## config.mk

```make
export PLATFORM = sky130hd
export DESIGN_NAME = fifo_stream_writer
export DESIGN_NICKNAME = d
export VERILOG_FILES = /design/src/rtl/fifo_stream_writer_pkg.sv /design/src/rtl/fifo_stream_writer_addr_sync.sv /design/src/rtl/fifo_stream_writer.sv
export SDC_FILE = /design/constraint.sdc
export NUM_CORES = 1
export LEC_CHECK = 0
export CORE_ASPECT_RATIO = 2
export CORE_MARGIN = 2
export CORE_UTILIZATION = 58
export DETAILED_ROUTE_END_ITERATION = 10
export GPL_TIMING_DRIVEN = 0
export PLACE_DENSITY = 0.95
export SLEW_MARGIN = 25
export SYNTH_ARGS = -nofsm -noshare
export SYNTH_HDL_FRONTEND = slang
export SYNTH_HIERARCHICAL = 1
export SYNTH_SLANG_ARGS = --single-unit
```

## constraint.sdc

```tcl
create_clock -name clk_in -period 6 [get_ports clk_in]
set_input_delay 0.6 -clock clk_in [delete_from_list [all_inputs] [get_ports clk_in]]
set_output_delay 0.6 -clock clk_in [all_outputs]
set_load 0.02 [all_outputs]
```

## src/rtl/fifo_stream_writer_pkg.sv

```systemverilog
// Shared definitions for the FIFO stream writer: default FIFO address width and writer FSM states.
package fifo_stream_writer_pkg;

  localparam int unsigned FIFO_ADDR_W = 11;

  typedef enum logic [0:0] {
    WR_IDLE,
    WR_SEND
  } wr_state_e;

endpackage

```

## src/rtl/fifo_stream_writer_addr_sync.sv

```systemverilog
// addr_stable_sync: brings the FIFO read address into the write clock domain. Two flops, then the
// output only takes a value that was seen unchanged in both stages, so a pointer caught mid-change
// is never used. A held (stale) value only under-reports free space.
module addr_stable_sync
  import fifo_stream_writer_pkg::*;
#(
  parameter int unsigned Width = FIFO_ADDR_W
) (
  input  logic             clk_in,
  input  logic             reset,
  input  logic [Width-1:0] addr_i,
  output logic [Width-1:0] addr_o
);

  logic [Width-1:0] s1_q, s1_d;
  logic [Width-1:0] s2_q, s2_d;
  logic [Width-1:0] sync_q, sync_d;

  // Shift the raw address through two stages; accept it only when both stages agree.
  always_comb begin
    s1_d   = addr_i;
    s2_d   = s1_q;
    sync_d = sync_q;
    if (s1_q == s2_q) begin
      sync_d = s2_q;
    end
  end

  // Synchronizer and filtered-address registers.
  always_ff @(posedge clk_in) begin
    if (reset) begin
      s1_q   <= '0;
      s2_q   <= '0;
      sync_q <= '0;
    end else begin
      s1_q   <= s1_d;
      s2_q   <= s2_d;
      sync_q <= sync_d;
    end
  end

  assign addr_o = sync_q;

endmodule

```

## src/rtl/fifo_stream_writer.sv

```systemverilog
// fifo_stream_writer: takes 32-bit words on a valid/ready stream and writes their low BYTES bytes,
// MSB first, into a byte-wide FIFO. A word is only accepted when all of its bytes fit, using the
// local write pointer and a filtered copy of the FIFO read address.
// Optional build macro FIFO_STREAM_WRITER_STALL_CNT_EN adds a saturating stall counter output.
module fifo_stream_writer
  import fifo_stream_writer_pkg::*;
#(
  parameter int unsigned ADDR_W = FIFO_ADDR_W,
  parameter int unsigned BYTES  = 4
) (
  input  logic              clk_in,
  input  logic              reset,
  input  logic [31:0]       s_data,
  input  logic              s_valid,
  output logic              s_ready,
  output logic [7:0]        fifo_data,
  output logic              fifo_write,
  input  logic [ADDR_W-1:0] fifo_addr_in,
  input  logic [ADDR_W-1:0] fifo_addr_out,
  output logic [ADDR_W-1:0] level,
  output logic              ptr_err
`ifdef FIFO_STREAM_WRITER_STALL_CNT_EN
  ,
  output logic [15:0]       stall_cnt
`endif
);

  localparam logic [ADDR_W-1:0] One      = ADDR_W'(1);
  localparam logic [ADDR_W-1:0] NeedWord = ADDR_W'(BYTES);
  // At the last byte the current byte still occupies a slot, so a follow-on word needs more room.
  localparam logic [ADDR_W-1:0] NeedB2b  = ADDR_W'(2 * BYTES - 1);
  localparam logic [1:0]        LastIdx  = 2'(BYTES - 1);
  localparam int unsigned       AlignSh  = 8 * (4 - BYTES);

  wr_state_e         state_q, state_d;
  logic [1:0]        idx_q, idx_d;
  logic [31:0]       sh_q, sh_d;
  logic [ADDR_W-1:0] wr_ptr_q, wr_ptr_d;
  logic              chk_q, chk_d;
  logic              ptr_err_q, ptr_err_d;
  logic [ADDR_W-1:0] rd_sync;
  logic [ADDR_W-1:0] free;
  logic              last_byte;
  logic              accept;

  addr_stable_sync #(
    .Width (ADDR_W)
  ) u_rd_sync (
    .clk_in (clk_in),
    .reset  (reset),
    .addr_i (fifo_addr_out),
    .addr_o (rd_sync)
  );

  // Space accounting and handshake; one slot is always kept empty to tell full from empty.
  always_comb begin
    free      = rd_sync - wr_ptr_q - One;
    level     = wr_ptr_q - rd_sync;
    last_byte = (state_q == WR_SEND) && (idx_q == LastIdx);
    s_ready   = (free >= NeedWord) &&
                ((state_q == WR_IDLE) || (last_byte && (free >= NeedB2b)));
    accept    = s_valid && s_ready;
  end

  // FIFO write port driven straight from the FSM state and shift register.
  always_comb begin
    fifo_write = 1'b0;
    fifo_data  = 8'h00;
    if (state_q == WR_SEND) begin
      fifo_write = 1'b1;
      fifo_data  = sh_q[31:24];
    end
  end

  // FSM next state: load on accept, shift one byte per SEND cycle, reload on back-to-back accept.
  always_comb begin
    state_d  = state_q;
    idx_d    = idx_q;
    sh_d     = sh_q;
    wr_ptr_d = wr_ptr_q;
    unique case (state_q)
      WR_IDLE: begin
        if (accept) begin
          sh_d    = s_data << AlignSh;
          idx_d   = 2'd0;
          state_d = WR_SEND;
        end
      end
      WR_SEND: begin
        sh_d     = {sh_q[23:0], 8'h00};
        idx_d    = idx_q + 2'd1;
        wr_ptr_d = wr_ptr_q + One;
        if (idx_q == LastIdx) begin
          if (accept) begin
            sh_d  = s_data << AlignSh;
            idx_d = 2'd0;
          end else begin
            state_d = WR_IDLE;
          end
        end
      end
    endcase
  end

  // Pointer consistency: compare one cycle after a write, once the FIFO has bumped its address.
  always_comb begin
    chk_d     = fifo_write;
    ptr_err_d = ptr_err_q | (chk_q & (wr_ptr_q != fifo_addr_in));
  end

  // State registers.
  always_ff @(posedge clk_in) begin
    if (reset) begin
      state_q   <= WR_IDLE;
      idx_q     <= 2'd0;
      sh_q      <= 32'h0;
      wr_ptr_q  <= '0;
      chk_q     <= 1'b0;
      ptr_err_q <= 1'b0;
    end else begin
      state_q   <= state_d;
      idx_q     <= idx_d;
      sh_q      <= sh_d;
      wr_ptr_q  <= wr_ptr_d;
      chk_q     <= chk_d;
      ptr_err_q <= ptr_err_d;
    end
  end

  assign ptr_err = ptr_err_q;

`ifdef FIFO_STREAM_WRITER_STALL_CNT_EN
  logic [15:0] stall_cnt_q, stall_cnt_d;

  // Count cycles where a word is offered but blocked, saturating at all-ones.
  always_comb begin
    stall_cnt_d = stall_cnt_q;
    if (s_valid && !s_ready && (stall_cnt_q != 16'hFFFF)) begin
      stall_cnt_d = stall_cnt_q + 16'd1;
    end
  end

  // Stall counter register.
  always_ff @(posedge clk_in) begin
    if (reset) begin
      stall_cnt_q <= 16'h0;
    end else begin
      stall_cnt_q <= stall_cnt_d;
    end
  end

  assign stall_cnt = stall_cnt_q;
`endif

endmodule

```

==> results.tsv, run 1 <==
metric	value	unit
crit path time final	4.38	ns
post-cts resize count	0	
Core Region	7830	sq um
routed length per instance	15.5	um
Detail Route Antenna Nets	0	
Slew @ Worst Pin	0.719	ns
Fin. Hold Viols	0	
CTS tree	yes	
Setup Viol. Count Final	0	
total wire length	10900	um
pin count of the biggest net entering global routing	14	
H-tree depth	3	
largest family of logic cells by synthesized area	simple AND/OR/NAND/NOR gates	
setup total negative slack	0	ns
clk buf depth	2	
Finished Layout Cells	700	
Hold Path Depth	2	
RR Startpoint	wr_ptr_q[0]	
post-synthesis adder-cell area fraction	0.0680	
Tcrit/Tclk final	0.730	
post-route cell area	5850	sq um
I/O Buffers	78	
critical path endpoint category	primary output	
P_leak	2.28	nW
crit path max fanout	10	
commonest non-fill, non-tap cell in the layout	dfxtp_1	
mux cell area share after synthesis	0.104	
Initial DRC Count	245	
Synth Flop Type	dfxtp_1	
Peak supply drop	0.158	mV
Max Cap Viol	0	
Mapped Cells	510	
Peak Freq	228	MHz
Synth Area in Compound Gates	0.159	
Clock Skew	0.00491	ns
Hold Crit Class	reg -> reg	
setup bufs post-CTS	0	
cells on worst reg2reg path	12	
clock latency on the worst-skew pair	0.34	ns
Post-Syn Area	4630	sq um
CTS hold repair buffers	0	
status	finished clean	
# diodes	0	
GRT Util Overall	0.270	
initial antenna violation count	0	
Synth Area in Simple Gates	0.178	
Die H	130	um
Remaining Overflow, GRT	0	
share of post-route cells with drive strength above 1	0.0877	
unrepaired setup endpoints after global routing	false	
CP Launch Type	register	
vias in the first global route	3890	
first-pass GRT wire length	18100	um
Starting Density	0.592	
max-slew violation count	0	
cell count after placement	684	
startpoint of the worst hold path	sh_q[6]	
CTS Buf Count	9	
FP Rows	46	
Post-Synth XOR/XNOR Area	0.0829	
via/cell ratio	5.57	
Fillers	545	
CTS root buf	clkbuf_16	
Mean Syn Cell Area	9.09	sq um
post-synthesis cell type count	55	
Critical Path RT	5.40	ns
YS warnings	6	
die area	8760	sq um
Residual DRC	0	
R2R setup slack	2.61	ns
number of enable flip-flop cells after synthesis	0	
slew margin rel.	0.521	
gpl congestion	0.871	
pwr/cell area	232	nW/um^2
nets	680	
Yosys reg bits	81	
ranking of synthesized cells by area	dfxtp_1 (35%), mux2i_1 (9.9%), ha_1 (5.9%), xnor2_1 (5.1%), o31ai_1 (4.0%)	
Synth async-reset ratio	0	
Detailed Place HPWL	8160	um
Die X-Extent	67.2	um
hold endpoint	sh_q[6]	
FF-to-FF End	sh_q[21]	
synth-to-layout area growth	26.2	%
clock sinks	81	
DR vias	3902	
placed cell area	5540	sq um
CP arrival	3.78	ns
Yosys top cell area share	0.350	
Post-Syn Nets	591	
register area share after synthesis	0.350	
most frequent cells in the layout	dfxtp_1 (81), clkdlybuf4s50_1 (78), mux2i_1 (46)	
Setup Crit Path Kind	reg -> out	
I/O pin count	79	
TritonRoute pass-1 iters	5	
Reg clk slew, reported paths	0.06	ns
largest area contributor in the netlist	dfxtp_1	
## per-stage QoR
stage	util	hold slack (ns)	total power (W)	setup slack, ns
2_1_floorplan	-	0.433	0.000706	2.76
3_3_place_gp	0.707	0.447	0.000783	2.05
3_5_place_dp	0.707	0.454	0.000789	2.03
4_1_cts	0.747	0.472	0.00136	1.64
5_1_grt	0.747	0.483	0.00140	1.35
6_report	0.747	0.472	0.00135	1.62
## worst max path at each step
stage	slack, ns	cells past startpoint	start	to
floorplan	2.76	11	wr_ptr_q[0]	s_ready
global placement	2.05	12	wr_ptr_q[0]	s_ready
detailed placement	2.03	12	wr_ptr_q[0]	s_ready
CTS	1.64	12	wr_ptr_q[0]	s_ready
global route	1.35	12	wr_ptr_q[0]	s_ready
finish	1.62	12	wr_ptr_q[0]	s_ready
## layout make-up
cell class	instances	area, sq um	area share
multi-input combinational	371	2750	0.470
timing repair buffer	78	781	0.134
clock buffer	10	229	0.0392
clock inverter	6	82.6	0.0141
buffer	33	173	0.0295
tap	96	120	0.0205
inverter	25	93.8	0.0160
sequential	81	1620	0.277
## registers in the layout, summed over array words and instances, names as in the netlist
signal and count:
u_rd_sync/s1_q 11, chk_q 1, sh_q 32, state_q 1
idx_q 2, ptr_err 1, u_rd_sync/addr_o 11, u_rd_sync/s2_q 11
wr_ptr_q 11
## critical path: stages (launching register included)
cell,delay [ns]
dfxtp_1,0.45
inv_1,0.10
ha_1,0.25
fa_1,0.44
a21oi_1,0.28
o22a_1,0.30
o311ai_0,0.20
o22ai_1,0.20
and4b_1,0.23
buf_6,0.14
buf_2,0.18
nor2_1,0.09
clkdlybuf4s50_1,0.61
## where the power goes
part | switching (W) | internal (W)
registers | 0.0000187 | 0.000565
clock network | 0.000211 | 0.000362
logic | 0.0000934 | 0.000104
total | 0.000323 | 0.00103
## cells in the mapped netlist, drive strengths merged (9+ instances only)
library cell,count
xnor2,27
inv,25
nand3,9
nor2,28
nand2,32
nor2b,27
buf,13
dfxtp,81
a21oi,37
nand2b,20
clkbuf,20
o31ai,25
ha,22
and2,9
xor2,16
mux2i,46
## routing by layer
metal,part of all wire,track usage
met1,0.43,0.344
met2,0.50,0.440
met3,0.040,0.0557
met4,0.024,0.108
met5,0,0
## logic make-up after synthesis
family                     Yosys count
muxes                               47
AOI/OAI and AO/OA                  101
buffers and inverters               58
DFF                                 81
xor gates and xnor gates            43
and+or+nand+nor                    156
adders and majority gates           24
Note: power is estimated with default switching activity, not from simulation.
==> run 2: changes to the inputs <==
Settings changed: CORE_UTILIZATION 58 to 48, PLACE_DENSITY 0.95 to 0.86.
Clock period 6 ns to 3.5 ns, I/O delays scaled along.
==> run 2 against run 1 <==
Power increased by 72%. Wire length grew 12%. Worst hold slack worse by 0.013 ns. Sequential power rose by 71%. Register-to-register slack got worse by 2.6 ns. Design area up 1.7%. Sequential cell count unchanged. Combinational power is 72% higher.
==> results.tsv, run 2 (synthesis gave the netlist of run 1 again) <==
metric	value	unit	change
status	finished clean		unchanged
most flop-heavy register	sh_q		unchanged
cell count after placement	692		was 684
CTS tree	yes		unchanged
I/O Buffers	78		unchanged
Critical Path Max Stage Delay	0.49	ns	was 0.61 ns
CP Launch Type	register		unchanged
clock latency on the worst-skew pair	0.33	ns	was 0.34 ns
Hold Crit Class	reg -> reg		unchanged
# diodes	0		unchanged
P_leak	2.36	nW	was 2.28 nW
Worst Hold Slack	0.459	ns	was 0.472 ns
most frequent cells in the layout	dfxtp_1 (74), clkdlybuf4s50_1 (72), mux2i_1 (46)		was dfxtp_1 (81), clkdlybuf4s50_1 (78), mux2i_1 (46)
Fin. Hold Viols	0		unchanged
CP arrival	3.73	ns	was 3.78 ns
Core Region	9380	sq um	was 7830 sq um
I/O pin count	79		unchanged
commonest non-fill, non-tap cell in the layout	dfxtp_1		unchanged
post-route cell area	5950	sq um	was 5850 sq um
crit path max fanout	10		unchanged
CTS root buf	clkbuf_16		unchanged
nets	680		unchanged
placed cell area	5550	sq um	was 5540 sq um
unrepaired setup endpoints after global routing	true		was false
pwr/cell area	391	nW/um^2	was 232 nW/um^2
startpoint of the worst hold path	sh_q[2]		was sh_q[6]
Die X-Extent	73.5	um	was 67.2 um
initial antenna violation count	0		unchanged
max FFs per register	32		unchanged
crit path time final	3.48	ns	
clock sinks	81		unchanged
pin count of the biggest net entering global routing	18		was 14
H-tree depth	3		unchanged
hold endpoint	sh_q[2]		was sh_q[6]
Detailed Place HPWL	9580	um	was 8160 um
Die H	143	um	was 130 um
Detail Route Antenna Nets	0		unchanged
synth-to-layout area growth	28.3	%	was 26.2%
clk buf depth	2		unchanged
Reg clk slew, reported paths	0.06	ns	about the same
Initial DRC Count	162		was 245
Hold Path Depth	2		unchanged
Starting Density	0.494		was 0.592
via/cell ratio	5.66		was 5.57
gpl congestion	1.00		was 0.871
GRT Util Overall	0.243		was 0.270
max-slew violation count	0		unchanged
share of post-route cells with drive strength above 1	0.125		was 0.0877
vias in the first global route	4093		was 3,890
Peak supply drop	0.309	mV	was 0.158 mV
slowest CP cell	mux4_2		was clkdlybuf4s50_1
FF-to-FF End	sh_q[6]		was sh_q[21]
Peak Freq	288	MHz	
Slew @ Worst Pin	0.725	ns	was 0.719 ns
die area	10500	sq um	was 8760 sq um
total wire length	12200	um	was 10,900 um
critical path endpoint category	register		was primary output
CP Cell Sequence	inv_1 -> ha_1 -> fa_2 -> a21oi_4 -> nand3b_1 -> mux4_2 -> a211oi_1 -> o21ai_0 -> o31ai_1 -> buf_2 -> mux2i_1		was inv_1 -> ha_1 -> fa_1 -> a21oi_1 -> o22a_1 -> o311ai_0 -> o22ai_1 -> and4b_1 -> buf_6 -> buf_2 -> nor2_1 -> clkdlybuf4s50_1
Finished Layout Cells	706		was 700
Residual DRC	0		unchanged
cells on worst reg2reg path	11		was 12
routed length per instance	17.3	um	was 15.5 um
DR vias	3993		was 3,902
CTS Buf Count	9		unchanged
Clock Skew	0.00489	ns	was 0.00491 ns
RR Startpoint	wr_ptr_q[0]		unchanged
TritonRoute pass-1 iters	4		was 5
slew margin rel.	0.517		was 0.521
first-pass GRT wire length	19400	um	was 18,100 um
Max Cap Viol	0		unchanged
Setup Viol. Count Final	0		unchanged
Critical Path RT	3.76	ns	was 5.40 ns
FP Rows	50		was 46
Setup Crit Path Kind	reg -> reg		was reg -> out
R2R setup slack	0.02	ns	was 2.61 ns
Remaining Overflow, GRT	0		unchanged
Tcrit/Tclk final	0.993		
==> run 2: changes by cell type in the layout (fill, tap and decap cells not counted), moves of 3 or more <==
cell / before / now
a21oi_1: 17 / 14
clkbuf_1: 21 / 18
clkdlybuf4s50_1: 78 / 72
dfxtp_1: 81 / 74
dfxtp_2: 0 / 6
dlygate4sd2_1: 0 / 3
o21ai_0: 7 / 4
==> run 2: worst max-delay path by stage <==
| stage | from | end | slack [ns] | cells past startpoint |
|---|---|---|---|---|
| after floorplan | wr_ptr_q[0] | s_ready | 0.51 | 11 |
| after detailed placement | wr_ptr_q[0] | s_ready | -0.70 | 12 |
| after CTS | wr_ptr_q[0] | s_ready | 0.01 | 11 |
| after global placement | wr_ptr_q[0] | s_ready | -0.67 | 12 |
| after global routing | wr_ptr_q[0] | sh_q[4] | -0.07 | 11 |
| final | wr_ptr_q[0] | sh_q[6] | 0.02 | 11 |
==> run 2: critical path, delay by kind of cell, from the launching register on <==
kind	cells	cell delay (ns)
buffers and inverters	2	0.44
adder cells (fa/ha/maj)	2	0.65
AND/OR/NAND/NOR	1	0.09
flip-flops	1	0.39
multiplexers	2	0.72
AO/OA/AOI/OAI	4	1.11
==> run 2: area by class of cell <==
| type | instances | area, sq um |
|---|---|---|
| Tap cell | 104 | 130 |
| Buffer | 31 | 176 |
| Sequential cell | 81 | 1630 |
| Clock buffer | 11 | 253 |
| Multi-Input combinational cell | 371 | 2810 |
| Timing Repair Buffer | 80 | 785 |
| Fill cell | 780 | 3440 |
| Clock inverter | 3 | 65.1 |
| Inverter | 25 | 93.8 |
==> run 2: through the flow <==
stage	util	TNS [ns]	setup WS, ns	total power (W)
floorplan	-	0	0.506	0.00121
detailed placement	0.591	-4.33	-0.699	0.00136
finish	0.634	0	0.0248	0.00232
CTS	0.628	0	0.0122	0.00234
global route	0.634	-0.346	-0.0654	0.00242
global placement	0.591	-2.08	-0.665	0.00135
==> run 2: timing repair <==
action	4_1_cts	5_1_grt
gates resized for setup	23	22
setup buffers	2	0
endpoints found under the setup margin	41	25
pin swaps	3	1
hold buffers	0	0
==> run 2: layer usage <==
| layer | wire length [um] | part of all wire | vias up | global-route usage |
|---|---|---|---|---|
| li1 | - | - | 1937 | - |
| met1 | 3990 | 0.33 | 1867 | 0.221 |
| met2 | 6910 | 0.57 | 135 | 0.449 |
| met3 | 396 | 0.032 | 54 | 0.0515 |
| met4 | 914 | 0.075 | 0 | 0.176 |
| met5 | 0 | 0 | - | 0 |
==> run 2: where the power goes <==
group / switching, W / internal (W) / leakage (nW)
Sequential: 0.0000329 / 0.000970 / 0.669
Combinational: 0.000163 / 0.000176 / 1.53
Clock: 0.000329 / 0.000653 / 0.157
Total: 0.000525 / 0.00180 / 2.36
